[src/rtl/supernova_mdu_rs.sv]
// Reservation station for the Supernova MDU: compacting age-ordered queue with
// CDB operand capture and oldest-ready select over a valid/ready issue port.

module supernova_mdu_rs_wake #(
    parameter int XLEN  = 64,
    parameter int TAG_W = 7
) (
    input  logic             cdb_valid_i,
    input  logic [TAG_W-1:0] cdb_tag_i,
    input  logic [XLEN-1:0]  cdb_data_i,
    input  logic [TAG_W-1:0] tag_i,
    input  logic             rdy_i,
    input  logic [XLEN-1:0]  data_i,
    output logic             rdy_o,
    output logic [XLEN-1:0]  data_o
);
    logic hit;

    assign hit    = cdb_valid_i & ~rdy_i & (tag_i == cdb_tag_i);
    assign rdy_o  = rdy_i | hit;
    assign data_o = hit ? cdb_data_i : data_i;
endmodule

module supernova_mdu_rs #(
    parameter int DEPTH = 4,
    parameter int XLEN  = 64,
    parameter int TAG_W = 7,
    parameter int ROB_W = 6
) (
    input  logic                       clk,
    input  logic                       rst_n,
    input  logic                       flush_in,
    input  logic                       disp_valid_in,
    output logic                       disp_ready_out,
    input  logic [31:0]                disp_instr_in,
    input  logic [TAG_W-1:0]           disp_rd_tag_in,
    input  logic [ROB_W-1:0]           disp_rob_idx_in,
    input  logic [TAG_W-1:0]           disp_src1_tag_in,
    input  logic                       disp_src1_ready_in,
    input  logic [XLEN-1:0]            disp_src1_data_in,
    input  logic [TAG_W-1:0]           disp_src2_tag_in,
    input  logic                       disp_src2_ready_in,
    input  logic [XLEN-1:0]            disp_src2_data_in,
    input  logic                       cdb_valid_in,
    input  logic [TAG_W-1:0]           cdb_tag_in,
    input  logic [XLEN-1:0]            cdb_data_in,
    output logic                       iss_valid_out,
    input  logic                       iss_ready_in,
    output logic [31:0]                iss_instr_out,
    output logic [XLEN-1:0]            iss_src1_data_out,
    output logic [XLEN-1:0]            iss_src2_data_out,
    output logic [TAG_W-1:0]           iss_rd_tag_out,
    output logic [ROB_W-1:0]           iss_rob_idx_out,
    output logic [$clog2(DEPTH+1)-1:0] count_out
);
    localparam int CNT_W = $clog2(DEPTH+1);
    localparam int IDX_W = $clog2(DEPTH);

    typedef struct packed {
        logic [TAG_W-1:0] tag;
        logic             rdy;
        logic [XLEN-1:0]  data;
    } src_t;

    typedef struct packed {
        logic [31:0]      instr;
        logic [TAG_W-1:0] rd_tag;
        logic [ROB_W-1:0] rob_idx;
        src_t             s1;
        src_t             s2;
    } ent_t;

    ent_t slot_q [DEPTH];
    ent_t slot_d [DEPTH];
    ent_t woke   [DEPTH];
    ent_t disp_ent;

    logic [CNT_W-1:0]           count_q, count_d, wr_idx;
    logic [DEPTH-1:0]           occ;
    logic [DEPTH-1:0]           w1_rdy, w2_rdy;
    logic [DEPTH-1:0][XLEN-1:0] w1_data, w2_data;
    logic                       b1_rdy, b2_rdy;
    logic [XLEN-1:0]            b1_data, b2_data;
    logic                       sel_found;
    logic [IDX_W-1:0]           sel_idx;
    logic                       iss_fire, disp_fire;

    // Every slot sees the CDB each cycle; shifted slots carry the woken copy.
    for (genvar g = 0; g < DEPTH; g++) begin : g_slot
        assign occ[g] = count_q > CNT_W'(g);

        supernova_mdu_rs_wake #(.XLEN(XLEN), .TAG_W(TAG_W)) u_w1 (
            .cdb_valid_i(cdb_valid_in), .cdb_tag_i(cdb_tag_in), .cdb_data_i(cdb_data_in),
            .tag_i(slot_q[g].s1.tag), .rdy_i(slot_q[g].s1.rdy), .data_i(slot_q[g].s1.data),
            .rdy_o(w1_rdy[g]), .data_o(w1_data[g])
        );
        supernova_mdu_rs_wake #(.XLEN(XLEN), .TAG_W(TAG_W)) u_w2 (
            .cdb_valid_i(cdb_valid_in), .cdb_tag_i(cdb_tag_in), .cdb_data_i(cdb_data_in),
            .tag_i(slot_q[g].s2.tag), .rdy_i(slot_q[g].s2.rdy), .data_i(slot_q[g].s2.data),
            .rdy_o(w2_rdy[g]), .data_o(w2_data[g])
        );
    end

    supernova_mdu_rs_wake #(.XLEN(XLEN), .TAG_W(TAG_W)) u_byp1 (
        .cdb_valid_i(cdb_valid_in), .cdb_tag_i(cdb_tag_in), .cdb_data_i(cdb_data_in),
        .tag_i(disp_src1_tag_in), .rdy_i(disp_src1_ready_in), .data_i(disp_src1_data_in),
        .rdy_o(b1_rdy), .data_o(b1_data)
    );
    supernova_mdu_rs_wake #(.XLEN(XLEN), .TAG_W(TAG_W)) u_byp2 (
        .cdb_valid_i(cdb_valid_in), .cdb_tag_i(cdb_tag_in), .cdb_data_i(cdb_data_in),
        .tag_i(disp_src2_tag_in), .rdy_i(disp_src2_ready_in), .data_i(disp_src2_data_in),
        .rdy_o(b2_rdy), .data_o(b2_data)
    );

    always_comb begin
        for (int i = 0; i < DEPTH; i++) begin
            woke[i]         = slot_q[i];
            woke[i].s1.rdy  = w1_rdy[i];
            woke[i].s1.data = w1_data[i];
            woke[i].s2.rdy  = w2_rdy[i];
            woke[i].s2.data = w2_data[i];
        end
    end

    always_comb begin
        disp_ent         = '0;
        disp_ent.instr   = disp_instr_in;
        disp_ent.rd_tag  = disp_rd_tag_in;
        disp_ent.rob_idx = disp_rob_idx_in;
        disp_ent.s1.tag  = disp_src1_tag_in;
        disp_ent.s1.rdy  = b1_rdy;
        disp_ent.s1.data = b1_data;
        disp_ent.s2.tag  = disp_src2_tag_in;
        disp_ent.s2.rdy  = b2_rdy;
        disp_ent.s2.data = b2_data;
    end

    // Select uses registered readiness, so a wakeup becomes eligible next cycle.
    always_comb begin
        sel_found = 1'b0;
        sel_idx   = '0;
        for (int i = 0; i < DEPTH; i++) begin
            if (!sel_found && occ[i] && slot_q[i].s1.rdy && slot_q[i].s2.rdy) begin
                sel_found = 1'b1;
                sel_idx   = IDX_W'(i);
            end
        end
    end

    assign disp_ready_out    = count_q < CNT_W'(DEPTH);
    assign iss_valid_out     = sel_found & ~flush_in;
    assign iss_fire          = iss_valid_out & iss_ready_in;
    assign disp_fire         = disp_valid_in & disp_ready_out & ~flush_in;
    assign wr_idx            = count_q - CNT_W'(iss_fire);
    assign count_out         = count_q;

    assign iss_instr_out     = sel_found ? slot_q[sel_idx].instr   : '0;
    assign iss_src1_data_out = sel_found ? slot_q[sel_idx].s1.data : '0;
    assign iss_src2_data_out = sel_found ? slot_q[sel_idx].s2.data : '0;
    assign iss_rd_tag_out    = sel_found ? slot_q[sel_idx].rd_tag  : '0;
    assign iss_rob_idx_out   = sel_found ? slot_q[sel_idx].rob_idx : '0;

    always_comb begin
        for (int i = 0; i < DEPTH; i++) begin
            slot_d[i] = woke[i];
        end
        if (iss_fire) begin
            for (int i = 0; i < DEPTH - 1; i++) begin
                if (IDX_W'(i) >= sel_idx) slot_d[i] = woke[i+1];
            end
        end
        if (disp_fire) begin
            for (int i = 0; i < DEPTH; i++) begin
                if (CNT_W'(i) == wr_idx) slot_d[i] = disp_ent;
            end
        end

        count_d = count_q;
        if (flush_in)                   count_d = '0;
        else if (iss_fire && !disp_fire) count_d = count_q - CNT_W'(1);
        else if (disp_fire && !iss_fire) count_d = count_q + CNT_W'(1);
    end

    always_ff @(posedge clk or negedge rst_n) begin
        if (!rst_n) begin
            count_q <= '0;
            for (int i = 0; i < DEPTH; i++) slot_q[i] <= '0;
        end else begin
            count_q <= count_d;
            for (int i = 0; i < DEPTH; i++) slot_q[i] <= slot_d[i];
        end
    end
endmodule

[config.mk]
export PLATFORM = sky130hd
export DESIGN_NAME = supernova_mdu_rs
export DESIGN_NICKNAME = d
export VERILOG_FILES = /design/src/rtl/supernova_mdu_rs.sv
export SDC_FILE = /design/constraint.sdc
export NUM_CORES = 2
export LEC_CHECK = 0
export BUFFER_PORTS_ARGS = -buffer_cell sky130_fd_sc_hd__buf_2
export CAP_MARGIN = 20
export CORE_UTILIZATION = 38
export DETAILED_ROUTE_END_ITERATION = 10
export MAX_ROUTING_LAYER = met4
export SYNTH_ARGS = -nofsm -noshare
export SYNTH_HDL_FRONTEND = slang
export SYNTH_SLANG_ARGS = --single-unit
[constraint.sdc]
create_clock -name clk -period 7.3 [get_ports clk]
set_input_delay 1.46 -clock clk [delete_from_list [all_inputs] [get_ports clk]]
set_output_delay 1.46 -clock clk [all_outputs]
set_load 0.05 [all_outputs]
After elaboration in Yosys (flattened, before gate mapping). Index checks and enable logic that the tools add are counted.

Flip-flop bits (word level): 759. Bits of input ports: 266. Output and inout bits: 178. Logic and storage cells: 166.

Add/subtract/negate cells: 3. $lt $le $gt $ge: 9. Equal/unequal tests: 13. Muxes and demuxes: 37. Bitwise gates (word level): 46. Reductions and logical operators: 21.

Operator list (number): 189-bit two-way mux (9); 64-bit two-way mux (12); 756-bit two-way mux (1); 567-bit two-way mux (1); 189-bit binary-select mux with 2-bit select (1); 7-bit == test (10); 32-bit two-way mux (1); 1-bit AND (24); 1-bit logical AND (13); 1-bit NOT (11); 1-bit bitwise OR (10); 3-bit two-way mux (3); 7-bit two-way mux (1); 2-bit by 3-bit == test with 1-bit output (first input constant) (2); 3-bit by 1-bit > comparator with 1-bit output (second input constant) (2); 3-bit by 2-bit > comparator with 1-bit output (second input constant) (2); 6-bit two-way mux (1); 1-bit zero test (5); 1-bit two-way mux (5); 1-bit by 2-bit greater-or-equal comparator with 1-bit output (first input constant) (2); 2-bit two-way mux (2); 3-bit by 1-bit adder with 3-bit output (second input constant) (1); 1-bit by 3-bit == test with 1-bit output (first input constant) (1); 3-bit greater-or-equal comparator (second input constant) (1); other kinds (8) (8).

Longest topological paths before layout.
Depth after elaboration: 26. Depth in mapped cells: 15. Depth with buffers taken out: 12.

Cells and area by module. From an unflattened synthesis, not the netlist that was laid out.

Cell total of the unflattened synthesis: 3901. Area, all modules: 50588.5 um^2.

Modules (own cells, without submodules): supernova_mdu_rs (instances 1, cells an instance 3081, area an instance 39978.3 um^2); supernova_mdu_rs_wake (instances 10, cells an instance 82, area an instance 1061.0 um^2).

Worst setup path before layout. Ideal clock, no wire load.

Kind: reg-to-output. From: register count_q[2] (netlist: count_out[2]). To: output port iss_rd_tag_out[0]. Data arrival time: 3333 ps. Data required time: 5840 ps. Setup slack: 2507 ps. Cell stages (with the launch flop): 11. Buffers on the path: 3. Path through: dfrtp_1 -> buf_6 -> inv_1 -> ha_1 -> or3_1 -> o21ai_0 -> o21a_1 -> buf_2 -> buf_4 -> mux4_2 -> and2_1.

Word-level cells in the longest chain between the ends: 24. Elaborated cells between the ends (all ways): 30. Those cells by class: 4 x order compare; 11 x mux; 1 x bitwise; 14 x reduce/logical.

RTL lines: from (decl) (RTL line 78) `logic [CNT_W-1:0] count_q, count_d, wr_idx;`; from (signal assigned) (RTL line 189) `count_q <= count_d;`; 3-bit by 1-bit > comparator with 1-bit output (RTL line 90) `assign occ[g] = count_q > CNT_W'(g);`; 1-bit logical AND (2 in series) (RTL line 143) `if (!sel_found && occ[i] && slot_q[i].s1.rdy && slot_q[i].s2.rdy) begin`; 1-bit two-way mux (RTL line 143); 1-bit zero test (RTL line 143); 1-bit logical AND (3 in series) (RTL line 143); 1-bit two-way mux (RTL line 143); 1-bit zero test (RTL line 143); 1-bit logical AND (3 in series) (RTL line 143); 1-bit two-way mux (RTL line 143); 1-bit zero test (RTL line 143); 1-bit logical AND (3 in series) (RTL line 143); 2-bit two-way mux (RTL line 143); 2-bit NOT with 3-bit output (implied by the code) (RTL line 160) `assign iss_rd_tag_out = sel_found ? slot_q[sel_idx].rd_tag : '0;`; 189-bit binary-select mux with 2-bit select (RTL line 160); 189-bit two-way mux (2 in series); 7-bit two-way mux (*) (RTL line 160); to (decl) (RTL line 52) `output logic [TAG_W-1:0] iss_rd_tag_out,`.

Every way passes the cells marked *; elsewhere a longest branch is shown, timed or not. The select of a mux whose other input is x is not followed.

Worst setup path after layout.
From: register count_q[0] (netlist: count_out[0]). To: output port iss_rob_idx_out[5].

Word-level cells in the longest chain between the ends: 24. Elaborated cells between the ends (all ways): 30. Those cells by class: 4 x order compare; 11 x mux; 1 x bitwise; 14 x reduce/logical.

RTL lines: 3-bit by 1-bit > comparator with 1-bit output (RTL line 90); 1-bit logical AND (2 in series) (RTL line 143); 1-bit two-way mux (RTL line 143); 1-bit zero test (RTL line 143); 1-bit logical AND (3 in series) (RTL line 143); 1-bit two-way mux (RTL line 143); 1-bit zero test (RTL line 143); 1-bit logical AND (3 in series) (RTL line 143); 1-bit two-way mux (RTL line 143); 1-bit zero test (RTL line 143); 1-bit logical AND (3 in series) (RTL line 143); 2-bit two-way mux (RTL line 143); 2-bit NOT with 3-bit output (implied by the code) (RTL line 161) `assign iss_rob_idx_out = sel_found ? slot_q[sel_idx].rob_idx : '0;`; 189-bit binary-select mux with 2-bit select (RTL line 161); 189-bit two-way mux (implied by the code) (2 in series) (RTL line 161); 6-bit two-way mux (*) (RTL line 161); to (decl) (RTL line 53) `output logic [ROB_W-1:0] iss_rob_idx_out,`.

Marks and branches as above.

==> results.sh <==
export IMPL_run_status="complete, no violations"
export IMPL_portBuffers=443
export IMPL_clock_latency_ns=0.70
export IMPL_final_nets=4581
export IMPL_power_uw=23350
export IMPL_drive_gt1_share_pct=25.56
export IMPL_finalInstanceArea_sq_um=51800
export IMPL_hold_path_class="flop to flop"
export IMPL_clkSlewWorstSetupHoldPaths_ns=0.06
export IMPL_post_place_ws_ns=1.894
export IMPL_synth_cell_types=60
export IMPL_synth_edf_count=0
export IMPL_final_util_pct=43.92
export IMPL_dr_pass1_iters=6
export IMPL_num_io_pins=444
export IMPL_ys_top_cells_by_area="dfrtp_1, mux2i_1, mux4_2"
export IMPL_seqPwrFrac_pct=33.0
export IMPL_tritoncts="yes"
export IMPL_vias_per_cell=6.252
export IMPL_htreeDepth=3
export IMPL_syn_area_sq_um=45180
export IMPL_worstPathBufferInverterCount=2
export IMPL_initial_core_util_pct=38.32
export IMPL_area_growth_pct=14.63
export IMPL_num_vias=37280
export IMPL_syn_inst=4147
export IMPL_power_frac_comb_pct=46.1
export IMPL_dpl_hpwl_mm=98.56
export IMPL_finalSetupViolCount=0
export IMPL_cp_required_ns=5.84
export IMPL_grt_pass1_wl_mm=254.2
export IMPL_hold_viol_final=0
export IMPL_crit_chain="ha_1 -> ha_1 -> or3_1 -> o21ai_0 -> o21a_4 -> buf_12 -> mux4_2 -> and2_1 -> buf_2"
export IMPL_ys_ff_latch=759
export IMPL_crit_top_cell="ha_1"
export IMPL_grt_pass1_vias=37830
export IMPL_intPower_uw=13750
export IMPL_syn_nets=4419
export IMPL_grt_max_degree=140
export IMPL_cts_resized=0
export IMPL_cp_start_kind="flop"
export IMPL_clock_sinks=759
export IMPL_crit_type="flop to output pin"
export IMPL_swShare_pct=41.11
export IMPL_setup_tns_ns=0
export IMPL_ys_dominant_reg_cell="dfrtp_1"
export IMPL_synth_seq_area_share_pct=42.03
export IMPL_dieArea_sq_um=120300
export IMPL_postCtsHoldBufs=0
export IMPL_p_leak_uw=0.02219
export IMPL_place_area_sq_um=48500
export IMPL_antenna_found_initial=46
export IMPL_synth_most_common_cell="dfrtp_1"
export IMPL_rsz0062_at_grt="false"
export IMPL_cp_slowest_stage_delay_ns=0.73
export IMPL_max_freq_mhz=164.7
export IMPL_crit_arrival_ns=4.61
export IMPL_finalWorstSetupSlack_ns=1.228
export IMPL_p_per_area_nw_per_um2=450.8
export IMPL_cts_made_buffers=94
export IMPL_drc_errors=0
export IMPL_fp_coreArea_sq_um=117900
export IMPL_synth_common_cells="dfrtp_1, nand2_1, mux2i_1"
export IMPL_cp_max_fo=45
export IMPL_p_switching_uw=9598
export IMPL_grt_overflow=0
export IMPL_rows=126
export IMPL_synth_top_area_cell="dfrtp_1"
export IMPL_tightest_slew_ns=1.194
export IMPL_end_kind="output pin"
export IMPL_cts_root_buf="clkbuf_16"
export IMPL_clk_path_buf_depth=3
export IMPL_slowest_stage="o21a_4"
export IMPL_slew_viol_final=0
export IMPL_peakVddDrop_mv=0.2581
export IMPL_synth_top_area_share_pct=42.03
export IMPL_die_h_microns=346.8
export IMPL_ant_nets=0
export IMPL_die_x_microns=346.8
export IMPL_post_cts_buffers=0
export IMPL_async_reset_ff_share_pct=100.0
export IMPL_grt_usage_pct=28.63
export IMPL_slew_headroom_pct=20.42
export IMPL_fillCellCount=11180
export IMPL_skew_ns=0.03750
export IMPL_wirelength_mm=170.8
export IMPL_critPathTopFamily="compound AO/OA/AOI/OAI gates"
export IMPL_detail_route_wl_per_cell_microns=28.64
export IMPL_drt_iter0_markers=3572
export IMPL_clkPwrFrac_pct=20.9
export IMPL_fin_crit_sh_pct=83.18
export IMPL_place_congestion=0.8524
export IMPL_avgSynthCellArea_sq_um=10.90
export IMPL_final_min_clock_period_ns=6.072
export IMPL_ys_warn_count=0
export IMPL_cap_violations=0
[stage by stage]
stage	hold slack (ns)	instances
final	0.5293	5964
after floorplan	0.4966	4147
after detailed placement	0.5158	5749
after CTS	0.5285	5918
after global routing	0.5408	5959
after global placement	0.5080	5748
[registers in the layout (all words and copies together) (netlist names)]
| signal | count |
|---|---|
| slot_q | 756 |
| count_out | 3 |
[cells in the final DEF (no fill, tap or decap), types with 7 or more instances in the layout]
| master | n |
|---|---|
| a21oi_1 | 133 |
| mux4_2 | 173 |
| buf_4 | 55 |
| clkbuf_1 | 20 |
| clkbuf_8 | 25 |
| inv_1 | 68 |
| o21ai_0 | 194 |
| nor3b_1 | 66 |
| mux2i_1 | 516 |
| a221oi_1 | 64 |
| dfrtp_1 | 759 |
| diode_2 | 46 |
| clkbuf_16 | 95 |
| o32a_1 | 129 |
| nand3b_1 | 7 |
| nor2_1 | 13 |
| mux2_2 | 236 |
| nand4_1 | 11 |
| and2_1 | 173 |
| nor3_1 | 9 |
| or3_1 | 130 |
| buf_2 | 442 |
| xnor2_1 | 44 |
| buf_12 | 24 |
| o32ai_1 | 130 |
| o22a_1 | 64 |
| o221ai_1 | 128 |
| xor2_1 | 27 |
| nand2_1 | 541 |
| clkinv_2 | 13 |
[per-layer routing]
layer  GRT usage [%]  vias to the layer above  routed length (microns)
li1                -                    15960                        -
met1           36.94                    19080                    71210
met2           43.76                     1869                    78870
met3           7.061                      370                    15260
met4           9.906                        0                     5467
met5               -                        -                        0
[final timing paths]
path                                           from                      end  slack (ns)  cells after the start
hold / removal              slot_q[157]$_DFFE_PN0P_  slot_q[157]$_DFFE_PN0P_        0.53                      1
setup reg to reg           count_out[0]$_DFFE_PN0P_    slot_q[121]$_DFF_PN0_        2.11                     13
hold reg to reg             slot_q[157]$_DFFE_PN0P_  slot_q[157]$_DFFE_PN0P_        0.53                      1
max in group asynchronous                     rst_n    slot_q[198]$_DFF_PN0_        4.88                      2
min in group asynchronous                     rst_n    slot_q[610]$_DFF_PN0_        0.79                      1
setup / recovery           count_out[0]$_DFFE_PN0P_       iss_rob_idx_out[5]        1.23                      9
[power groups by stage]
| stage | Combinational (uW) | Sequential, uW | Clock [uW] |
|---|---|---|---|
| detailed placement | 10700 | 7710 | 0 |
| finish | 10800 | 7700 | 4880 |
| CTS | 10700 | 7660 | 4950 |
| global route | 11500 | 7930 | 5120 |
| floorplan | 8300 | 7180 | 0 |
| global placement | 10500 | 7700 | 0 |
[worst register-to-register path, cell delays in order, from the launching register on]
cell	delay (ns)
dfrtp_1	0.55
inv_1	0.17
ha_1	0.24
nor2b_1	0.19
o21ai_1	0.77
nor3_1	0.15
nor3_1	0.23
ha_1	0.30
nor3_2	0.33
nand2_1	0.20
o211ai_4	0.65
buf_4	0.86
o32ai_1	0.26
a21oi_1	0.21
[final cells by class]
type	count	area [sq um]	share of cell area, %
clock buffers	140	2796	5.399
inverters	68	255.2	0.4928
well taps	1536	1922	3.710
repair buffers	523	3136	6.054
flip-flops and latches	759	18990	36.67
multi-input cells	2863	24190	46.70
diodes	46	115.1	0.2222
clock inverters	29	387.9	0.7488
[cell families after synthesis]
kind of cell               count (synthesis)  share of synthesized area (%)
adders and majority gates                  6                         0.1661
xor gates and xnor gates                  72                          1.412
and+or+nand+nor                          982                          10.74
buffers and inverters                    525                          5.043
AOI/OAI and AO/OA                        872                          14.49
muxes                                    931                          26.11
DFF                                      759                          42.03
Note: power is estimated with default switching activity, not from simulation.
